===== config.mk =====
export PLATFORM = sky130hd
export DESIGN_NAME = hazard_fwd_tracker
export DESIGN_NICKNAME = d
export VERILOG_FILES = /design/src/rtl/hazard_fwd_tracker.sv
export SDC_FILE = /design/constraint.sdc
export NUM_CORES = 1
export LEC_CHECK = 0
export CORE_UTILIZATION = 38
export DETAILED_ROUTE_END_ITERATION = 8
export PLACE_DENSITY = 0.85
export SYNTH_ARGS = -nofsm -noshare
export SYNTH_HDL_FRONTEND = slang
export SYNTH_SLANG_ARGS = --single-unit

===== constraint.sdc =====
create_clock -name clk -period 3.6 [get_ports clk]
set_input_delay 0.72 -clock clk [delete_from_list [all_inputs] [get_ports clk]]
set_output_delay 0.72 -clock clk [all_outputs]
set_load 0.05 [all_outputs]

===== src/rtl/hazard_fwd_tracker.sv =====
// hazard_fwd_tracker: youngest-producer forwarding select and load-use stall over DEPTH in-flight slots.
// Optional statistics counters are enabled by defining HAZ_STATS_EN; otherwise they read as 0.
module hazard_fwd_tracker #(
  parameter int NUM_SRC  = 2,
  parameter int DEPTH    = 3,
  parameter int LOAD_LAT = 1,
  parameter int RA_W     = 5,
  parameter int SEL_W    = $clog2(DEPTH + 1)
) (
  input  logic                     clk,
  input  logic                     rst_n,
  input  logic                     issue_valid,
  input  logic [RA_W-1:0]          issue_rd,
  input  logic                     issue_wen,
  input  logic                     issue_is_load,
  input  logic [NUM_SRC*RA_W-1:0]  src_addr,
  input  logic [NUM_SRC-1:0]       src_used,
  input  logic                     flush,
  output logic                     stall,
  output logic [NUM_SRC*SEL_W-1:0] fwd_sel,
  output logic [31:0]              stall_count,
  output logic [31:0]              fwd_count
);
  localparam int CW = LOAD_LAT > 0 ? $clog2(LOAD_LAT + 1) : 1;
  logic [DEPTH-1:0] vld;
  logic [RA_W-1:0]  rd  [DEPTH];
  logic [CW-1:0]    cnt [DEPTH];
  logic [NUM_SRC-1:0] req;
  logic accept;
  // per-operand lookup: scan oldest to youngest so the youngest match wins
  always_comb begin
    req = '0;
    fwd_sel = '0;
    for (int i = 0; i < NUM_SRC; i++)
      for (int k = DEPTH - 1; k >= 0; k--)
        if (src_used[i] && src_addr[i*RA_W +: RA_W] != '0 && vld[k] && rd[k] == src_addr[i*RA_W +: RA_W]) begin
          fwd_sel[i*SEL_W +: SEL_W] = SEL_W'(k + 1);
          req[i] = cnt[k] != '0;
        end
  end
  assign stall  = issue_valid && |req && !flush;
  assign accept = issue_valid && !stall && !flush && issue_wen && issue_rd != '0;
  // shift the producer slots every cycle; stalls and rejected issues enter as bubbles
  always_ff @(posedge clk) begin
    vld <= (!rst_n || flush) ? '0 : (vld << 1) | DEPTH'(accept);
    rd[0] <= issue_rd;
    cnt[0] <= issue_is_load ? CW'(LOAD_LAT) : '0;
    for (int k = 1; k < DEPTH; k++) begin
      rd[k] <= rd[k-1];
      cnt[k] <= cnt[k-1] == '0 ? '0 : cnt[k-1] - 1'b1;
    end
  end
`ifdef HAZ_STATS_EN
  logic [31:0] n_fwd;
  logic [32:0] fsum;
  always_comb begin
    n_fwd = '0;
    for (int i = 0; i < NUM_SRC; i++)
      n_fwd += 32'(fwd_sel[i*SEL_W +: SEL_W] != '0);
  end
  assign fsum = {1'b0, fwd_count} + {1'b0, n_fwd};
  // saturating stall and forward counters
  always_ff @(posedge clk) begin
    if (!rst_n) begin
      stall_count <= '0;
      fwd_count <= '0;
    end else begin
      if (stall && stall_count != '1) stall_count <= stall_count + 1'b1;
      if (!stall) fwd_count <= fsum[32] ? '1 : fsum[31:0];
    end
  end
`else
  assign stall_count = '0;
  assign fwd_count = '0;
`endif
endmodule


After elaboration in Yosys (flattened, before gate mapping)
Memory sizes are Yosys's and may differ from the RTL's.
Cells that the tools add are included.
{ "classes": {"add_sub_neg": 2, "mux": 15, "n_eq_ne": 6, "n_bitwise": 1, "n_reduce_logical": 28} }
{ "op_table": {"columns": ["op", "n"], "rows": [
  ["== test 5 bit", 6],
  ["logical AND 1 bit", 20],
  ["nonzero test 5 bit", 3],
  ["two-way mux 2 bit", 6],
  ["two-way mux 1 bit", 9],
  ["zero test 1 bit", 3],
  ["bitwise OR 3 x 1 -> 3 bit", 1],
  ["OR reduction 2 bit", 1],
  ["subtractor 1 bit, second input constant", 2],
  ["logical OR 1 bit", 1]
]} }
{ "totals": {"inputBits": 23, "ram_bits": 18, "elab_cells": 55, "out_inout_bits": 69, "memories": 2, "reg_bits": 3} }
{ "memory_table": {"columns": ["memory", "words", "width", "read_ports", "rd_ports_with_merged_regs", "write_ports", "line", "rtl"], "rows": [
  ["rd", 3, 5, 3, 0, 3, "26", "logic [RA_W-1:0] rd [DEPTH];"],
  ["cnt", 3, 1, 3, 0, 3, "27", "logic [CW-1:0] cnt [DEPTH];"]
]} }

Logic depth before layout (Yosys ltp)
Gate-level depths: netlist (run 1).
{ "logic_depth": {"word_depth": 16, "ltp_mapped": 5, "mapped_depth_nobuf": 5} }

Worst setup path after synthesis (run 1)
No wires, ideal clock.
{ "synth_timing": {"path_kind": "input to output", "startpoint": "in src_addr[1]", "endpoint": "out fwd_sel[0]", "t_arrival_ps": 2749, "path_slack_ps": 131, "path_buffers": 0, "path_stages": 4, "path_cell_list": "or4_1 -> o21ai_1 -> nor3_1 -> o31ai_1"} }
{ "synth_via": {"elab_chain_len": 7} }
{ "synth_lines": {"columns": ["item", "line", "rtl"], "rows": [
  ["from (decl)", "16", "input logic [NUM_SRC*RA_W-1:0] src_addr,"],
  ["nonzero test 5 bit", "36", "if (src_used[i] && src_addr[i*RA_W +: RA_W] != '0 && vld[k] && rd[k] == src_addr[i*RA_W +: RA_W]) begin"],
  ["logical AND 1 bit (3 in series)", "36", null],
  ["two-way mux 2 bit (2 in series)", "36", null],
  ["two-way mux 2 bit *", "36", null],
  ["to (decl)", "20", "output logic [NUM_SRC*SEL_W-1:0] fwd_sel,"]
]} }
Mark *: on every way between the ends. The rest lies on a longest branch, timed or not.

Final worst setup path (run 1)
Ends and elaborated chain as after synthesis.

==> results.cfg, run 1 <==
[route]
drtPass1Iterations = 2
viasPerCell = 3.85
ant_nets = 0
drt_iter0_markers = 11
vias = 867
post_drt_wl_per_cell_um = 8.77
route.detailed.drc = 0
routed_wl_mm = 1.97

[global_route]
grt_max_degree = 12
grt_pass1_wl_mm = 2.95
antenna_found_initial = 0
grt_overflow = 0
grt_usage_pct = 10.9
grt_pass1_vias = 707

[synth]
yosys_warnings = 0
syn_inst = 146
syn_avg_cell_area_um2 = 9.24
yosysUniqueCellTypes = 20
synth_seq_cells = 19
yosysSeqAreaShare_pct = 28.2
synth_area_um2 = 1350

[pwr]
p_switching_mw = 0.246
pwr-share-clk_pct = 19.2
p_comb_share_pct = 39.2
netSwitchingFraction_pct = 44.6
irDropWorstVdd_v = 0.000235
internal_power_mw = 0.306
leakagePower_nw = 0.674
power.total_mw = 0.552
powerDensity_nw_per_um2 = 363
seqPwrFrac_pct = 41.7

[clocking]
post_cts_buffers = 0
cts_tree = done
clock_latency_ns = 0.29
cts_buffer_depth = 2
cts-root-buf = clkbuf_4
cts_buffers = 3
cts_sinks = 19
htreeDepth = 1
cts_hold_buf = 0
ctsResizeCount = 0
path_clk_slew_ns = 0.10

[timing]
finalSetupViolCount = 0
max_freq_mhz = 288
finalCriticalPeriod_ns = 3.47
slew_violations = 0
rsz0062_at_grt = no
hold_viol_final = 0
setup_ws_ns = 0.132
skew_ns = 0.00100
timing.final.crit_share_pct = 96.3
tns_ns = 0

[floorplanning]
initial_core_util_pct = 40.1
die_area_um2 = 3790
io_pins = 92
die_w_um = 61.6
rows = 21
coreArea_um2 = 3360
dieHeight_um = 61.6

[status]
status = complete, no violations

[worst_setup_path]
crit_type = primary input to primary output
critPathLaunchType = primary input
crit_path_top_delay_cell = or4_1
slowest_delay_ns = 0.59
cp_max_fo = 4
critPathBufInv = 2
crit_arrival_ns = 2.75
worstPathCellList = clkdlybuf4s50_1 > or4_1 > o21ai_1 > nor3_1 > o31ai_1 > buf_12
worst_ep_required_time_ns = 2.88
cpLargestDelayFamily = simple AND/OR/NAND/NOR gates
endpoint_kind = primary output

[min_path]
hold_path.class = register to register

[placed_design]
hpwl_mm = 1.75
place_congestion = 0.825
port_buffers = 27
dp_slack_ns = 0.112

[finish]
diodes = 0
nets = 203
fillerInstances = 338
area_delta_synth_final_pct = 12.7
drive_above_1_share_pct = 8.94

[run]
maxCapViolCount = 0
[kinds of logic (layout without fill, tap and decap cells)]
group                     after synthesis  after routing  share of synthesized area [%]
AOI/OAI and AO/OA                       7              7                           3.90
xor gates and xnor gates               30             30                           19.5
buffers and inverters                  64             34                           35.6
DFF                                    19             19                           28.2
other                                   1             64                          0.278
and+or+nand+nor                        25             25                           12.5
[sequential cells by signal, summed over array words and instances, names as in the netlist]
name	count
cnt	1
vld	3
rd	15
[final cells by class]
class                   instances  area, um^2  area share [%]
clock buffers                   3        22.5            1.48
clock inverters                 1        5.00           0.329
multi-input cells             126         724            47.7
flip-flops and latches         19         380            25.0
well taps                      46        57.6            3.79
repair buffers                 30         330            21.7
[through the flow]
step                      cell area, um^2  utilization, %  std cells  hold slack, ns
after global routing                 1520            45.2        225           0.406
after CTS                            1520            45.2        225           0.402
after floorplan                      1590               -        209           0.373
final                                1520            45.2        225           0.400
after global placement               1490            44.4        221           0.382
after detailed placement             1490            44.4        221           0.386
[layer usage]
layer / GRT usage, % / up-vias / part of all wire [%]
li1: - / 418 / -
met1: 11.2 / 392 / 36
met2: 21.2 / 55 / 57
met3: 2.10 / 2 / 5.8
met4: 4.44 / 0 / 1.4
met5: 0 / - / 0
[worst reg2reg max path, delay by kind of cell, from the launching register on]
kind / cells / cell delay (ns)
XOR/XNOR: 1 / 0.17
AND/OR/NAND/NOR: 3 / 0.64
AO/OA/AOI/OAI: 1 / 0.32
flip-flops: 1 / 0.36
[synth_stat cells]
| cell type | number | area [um^2] |
|---|---|---|
| o21ai_1 | 2 | 10.0 |
| dfxtp_1 | 19 | 380 |
| nor3_2 | 1 | 10.0 |
| xnor2_1 | 14 | 123 |
| xor2_1 | 16 | 140 |
| and3b_1 | 2 | 17.5 |
| o21a_1 | 2 | 15.0 |
| or4_1 | 3 | 22.5 |
| a211oi_2 | 1 | 12.5 |
| nand3_1 | 2 | 10.0 |
| o31ai_1 | 2 | 15.0 |
| nor3_1 | 2 | 10.0 |
| nor4_2 | 2 | 25.0 |
| buf_4 | 64 | 480 |
| conb_1 | 1 | 3.75 |
| nand4_1 | 2 | 12.5 |
| nand4b_1 | 3 | 26.3 |
| nor2_1 | 3 | 11.3 |
| nand2_1 | 3 | 11.3 |
| nor4_1 | 2 | 12.5 |
[cells in the final DEF (no fill, tap or decap)]
cell             count
conb_1              64
clkdlybuf4s50_1     22
dfxtp_1             19
xor2_1              16
xnor2_1             14
buf_4                4
buf_12               4
or4_1                3
nand2_1              3
nand4b_1             3
nor2_1               3
clkbuf_4             3
o21ai_1              2
nor4_1               2
nand3_1              2
nand4_1              2
nor3_1               2
nor4_2               2
o31ai_1              2
o21a_1               2
and3b_1              2
a211oi_2             1
nor3_2               1
clkinv_2             1
[worst paths after layout]
| kind | slack [ns] | cells after the start | to | start |
|---|---|---|---|---|
| max | 0.13 | 6 | fwd_sel[0] | src_addr[1] |
| min | 0.40 | 0 | rd[0][9]$_DFF_P_ | rd[0][4]$_DFF_P_ |
| max reg2reg | 2.00 | 5 | vld[0]$_SDFF_PP0_ | rd[0][1]$_DFF_P_ |
| min reg2reg | 0.40 | 0 | rd[0][9]$_DFF_P_ | rd[0][4]$_DFF_P_ |
[power by group through the flow]
stage	clock network, mW	logic [mW]	registers, mW
2_1_floorplan	0	0.231	0.232
3_3_place_gp	0	0.214	0.235
3_5_place_dp	0	0.215	0.235
4_1_cts	0.111	0.215	0.230
5_1_grt	0.120	0.231	0.231
6_report	0.106	0.216	0.230
No activity file was read; power rests on OpenSTA's default activity.
==> run 2: changes to the inputs <==
--- a/config.mk
+++ b/config.mk
@@ -5,9 +5,10 @@
 export SDC_FILE = /design/constraint.sdc
 export NUM_CORES = 1
 export LEC_CHECK = 0
+export CAP_MARGIN = 20
 export CORE_UTILIZATION = 38
 export DETAILED_ROUTE_END_ITERATION = 8
-export PLACE_DENSITY = 0.85
+export PLACE_DENSITY = 0.93
 export SYNTH_ARGS = -nofsm -noshare
 export SYNTH_HDL_FRONTEND = slang
 export SYNTH_SLANG_ARGS = --single-unit
==> run 2 against run 1 <==
Effect of this change: clock power about the same; cell area shrank 0.25%; sequential share of layout area up 0.062 points; global-route usage up 1.4 points; die area did not move; critical path type unchanged; largest power group unchanged; clock skew up 0.0018 ns; core utilization down 0.11 points; via count increased by 1.0%; count of clock-buffer cells in the layout grew 1; total power is 0.34% lower.
==> results.cfg, run 2 (synthesized netlist as in run 1, its figures left out) <==
[status]
status = complete, no violations

[worst_setup_path]
cp.depth = 6
endpoint = fwd_sel[0]
crit_arrival_ns = 2.72
r2r-end = vld[0]$_SDFF_PP0_
worstPathCellList = clkdlybuf4s50_1 > or4_1 > o21ai_1 > nor3_1 > o31ai_2 > buf_12
endpoint_kind = primary output
crit_type = primary input to primary output
r2r_setup_slack_ns = 2.00
cpLargestDelayFamily = simple AND/OR/NAND/NOR gates
crit_start = src_addr[1]
r2r-start = rd[0][1]$_DFF_P_
rr_worst_depth = 5
worst_ep_required_time_ns = 2.88
crit_path_top_delay_cell = or4_1
critPathLaunchType = primary input
critPathBufInv = 2
slowest_delay_ns = 0.57
cp_max_fo = 4

[min_path]
hold_path.class = register to register

[clocking]
cts_sinks = 19
cts_buffer_depth = 2
htreeDepth = 1
post_cts_buffers = 0
cts_buffers = 3
cts-root-buf = clkbuf_4
path_clk_slew_ns = 0.10
cts_tree = done
clock_latency_ns = 0.29

[finish]
top_register = rd
largest_register_ffs = 15
post-route-util_pct = 45.1
drive_above_1_share_pct = 8.43
final_cell_mix = conb_1 (64), clkdlybuf4s50_1 (22), dfxtp_1 (19), xor2_1 (16), xnor2_1 (14)
final_common_cell = conb_1
diodes = 0
largestRegisters = rd (15), vld (3), cnt (1)
area_delta_synth_final_pct = 12.4
nets = 202
fin_area_um2 = 1520
final_cell_count_no_fill = 224

[pwr]
powerDensity_nw_per_um2 = 363
power.total_mw = 0.550
leakagePower_nw = 0.669
irDropWorstVdd_v = 0.000263

[floorplanning]
dieHeight_um = 61.6
die_w_um = 61.6
io_pins = 92
die_area_um2 = 3790
coreArea_um2 = 3360
initial_core_util_pct = 40.1
rows = 21

[placed_design]
dp_slack_ns = 0.112
dpl.cell_count = 220
placed_cell_area_um2 = 1490
place_congestion = 0.812
hpwl_mm = 1.83
port_buffers = 27

[route]
drtPass1Iterations = 2
vias = 876
post_drt_wl_per_cell_um = 9.34
route.detailed.drc = 0
drt_iter0_markers = 13
ant_nets = 0
routed_wl_mm = 2.09
viasPerCell = 3.91

[timing]
skew_ns = 0.00279
max_freq_mhz = 291
tns_ns = 0
holdWs_ns = 0.400
finalSetupViolCount = 0
slew_violations = 0
timing.final.crit_share_pct = 95.4
hold_viol_final = 0
finalCriticalPeriod_ns = 3.44
setup_ws_ns = 0.164
rsz0062_at_grt = no

[global_route]
grt_usage_pct = 12.3
antenna_found_initial = 0
grt_pass1_wl_mm = 3.24
grt_overflow = 0
grt_pass1_vias = 749
grt_max_degree = 11

[run]
maxCapViolCount = 0
## run 2: cell count changes in the layout (fill, tap and decap cells not counted), sizes merged
cell	delta
clkbuf	+1
buf	-1
clkinv	-1
## run 2: cell type report
class / instances / area [um^2]
multi-input combinational: 126 / 729
timing repair buffer: 29 / 323
clock buffer: 4 / 26.3
fill: 317 / 1850
tap: 46 / 57.6
sequential: 19 / 380
## run 2: how the worst min path moves through the flow
stage | from | endpoint | depth (start not counted)
detailed placement | rd[0][3]$_DFF_P_ | rd[0][8]$_DFF_P_ | 0
global route | rd[0][7]$_DFF_P_ | rd[0][12]$_DFF_P_ | 0
floorplan | rd[0][2]$_DFF_P_ | rd[0][7]$_DFF_P_ | 0
CTS | rd[0][3]$_DFF_P_ | rd[0][8]$_DFF_P_ | 0
global placement | rd[0][5]$_DFF_P_ | rd[0][10]$_DFF_P_ | 0
finish | rd[0][4]$_DFF_P_ | rd[0][9]$_DFF_P_ | 0
## run 2: where the power goes
group          internal, mW  switching [mW]  leakage (nW)  total, mW
sequential            0.220         0.00967         0.159      0.230
clock                0.0432          0.0608        0.0150      0.104
combinational        0.0434           0.173         0.495      0.216
total                 0.307           0.243         0.669      0.550
## run 2: what timing repair did
item,CTS,global route
resized for setup,0,1
hold buffers,0,0
endpoints found under the setup margin,0,1
## run 2: metal layers
layer / part of all wire, % / track usage [%] / wire [um] / up-vias
met5: 0 / 0 / 0 / -
met4: 3.8 / 10.2 / 80 / 0
met3: 6.5 / 2.10 / 136 / 7
met2: 55 / 22.3 / 1160 / 61
met1: 34 / 12.2 / 719 / 389
li1: - / - / - / 419
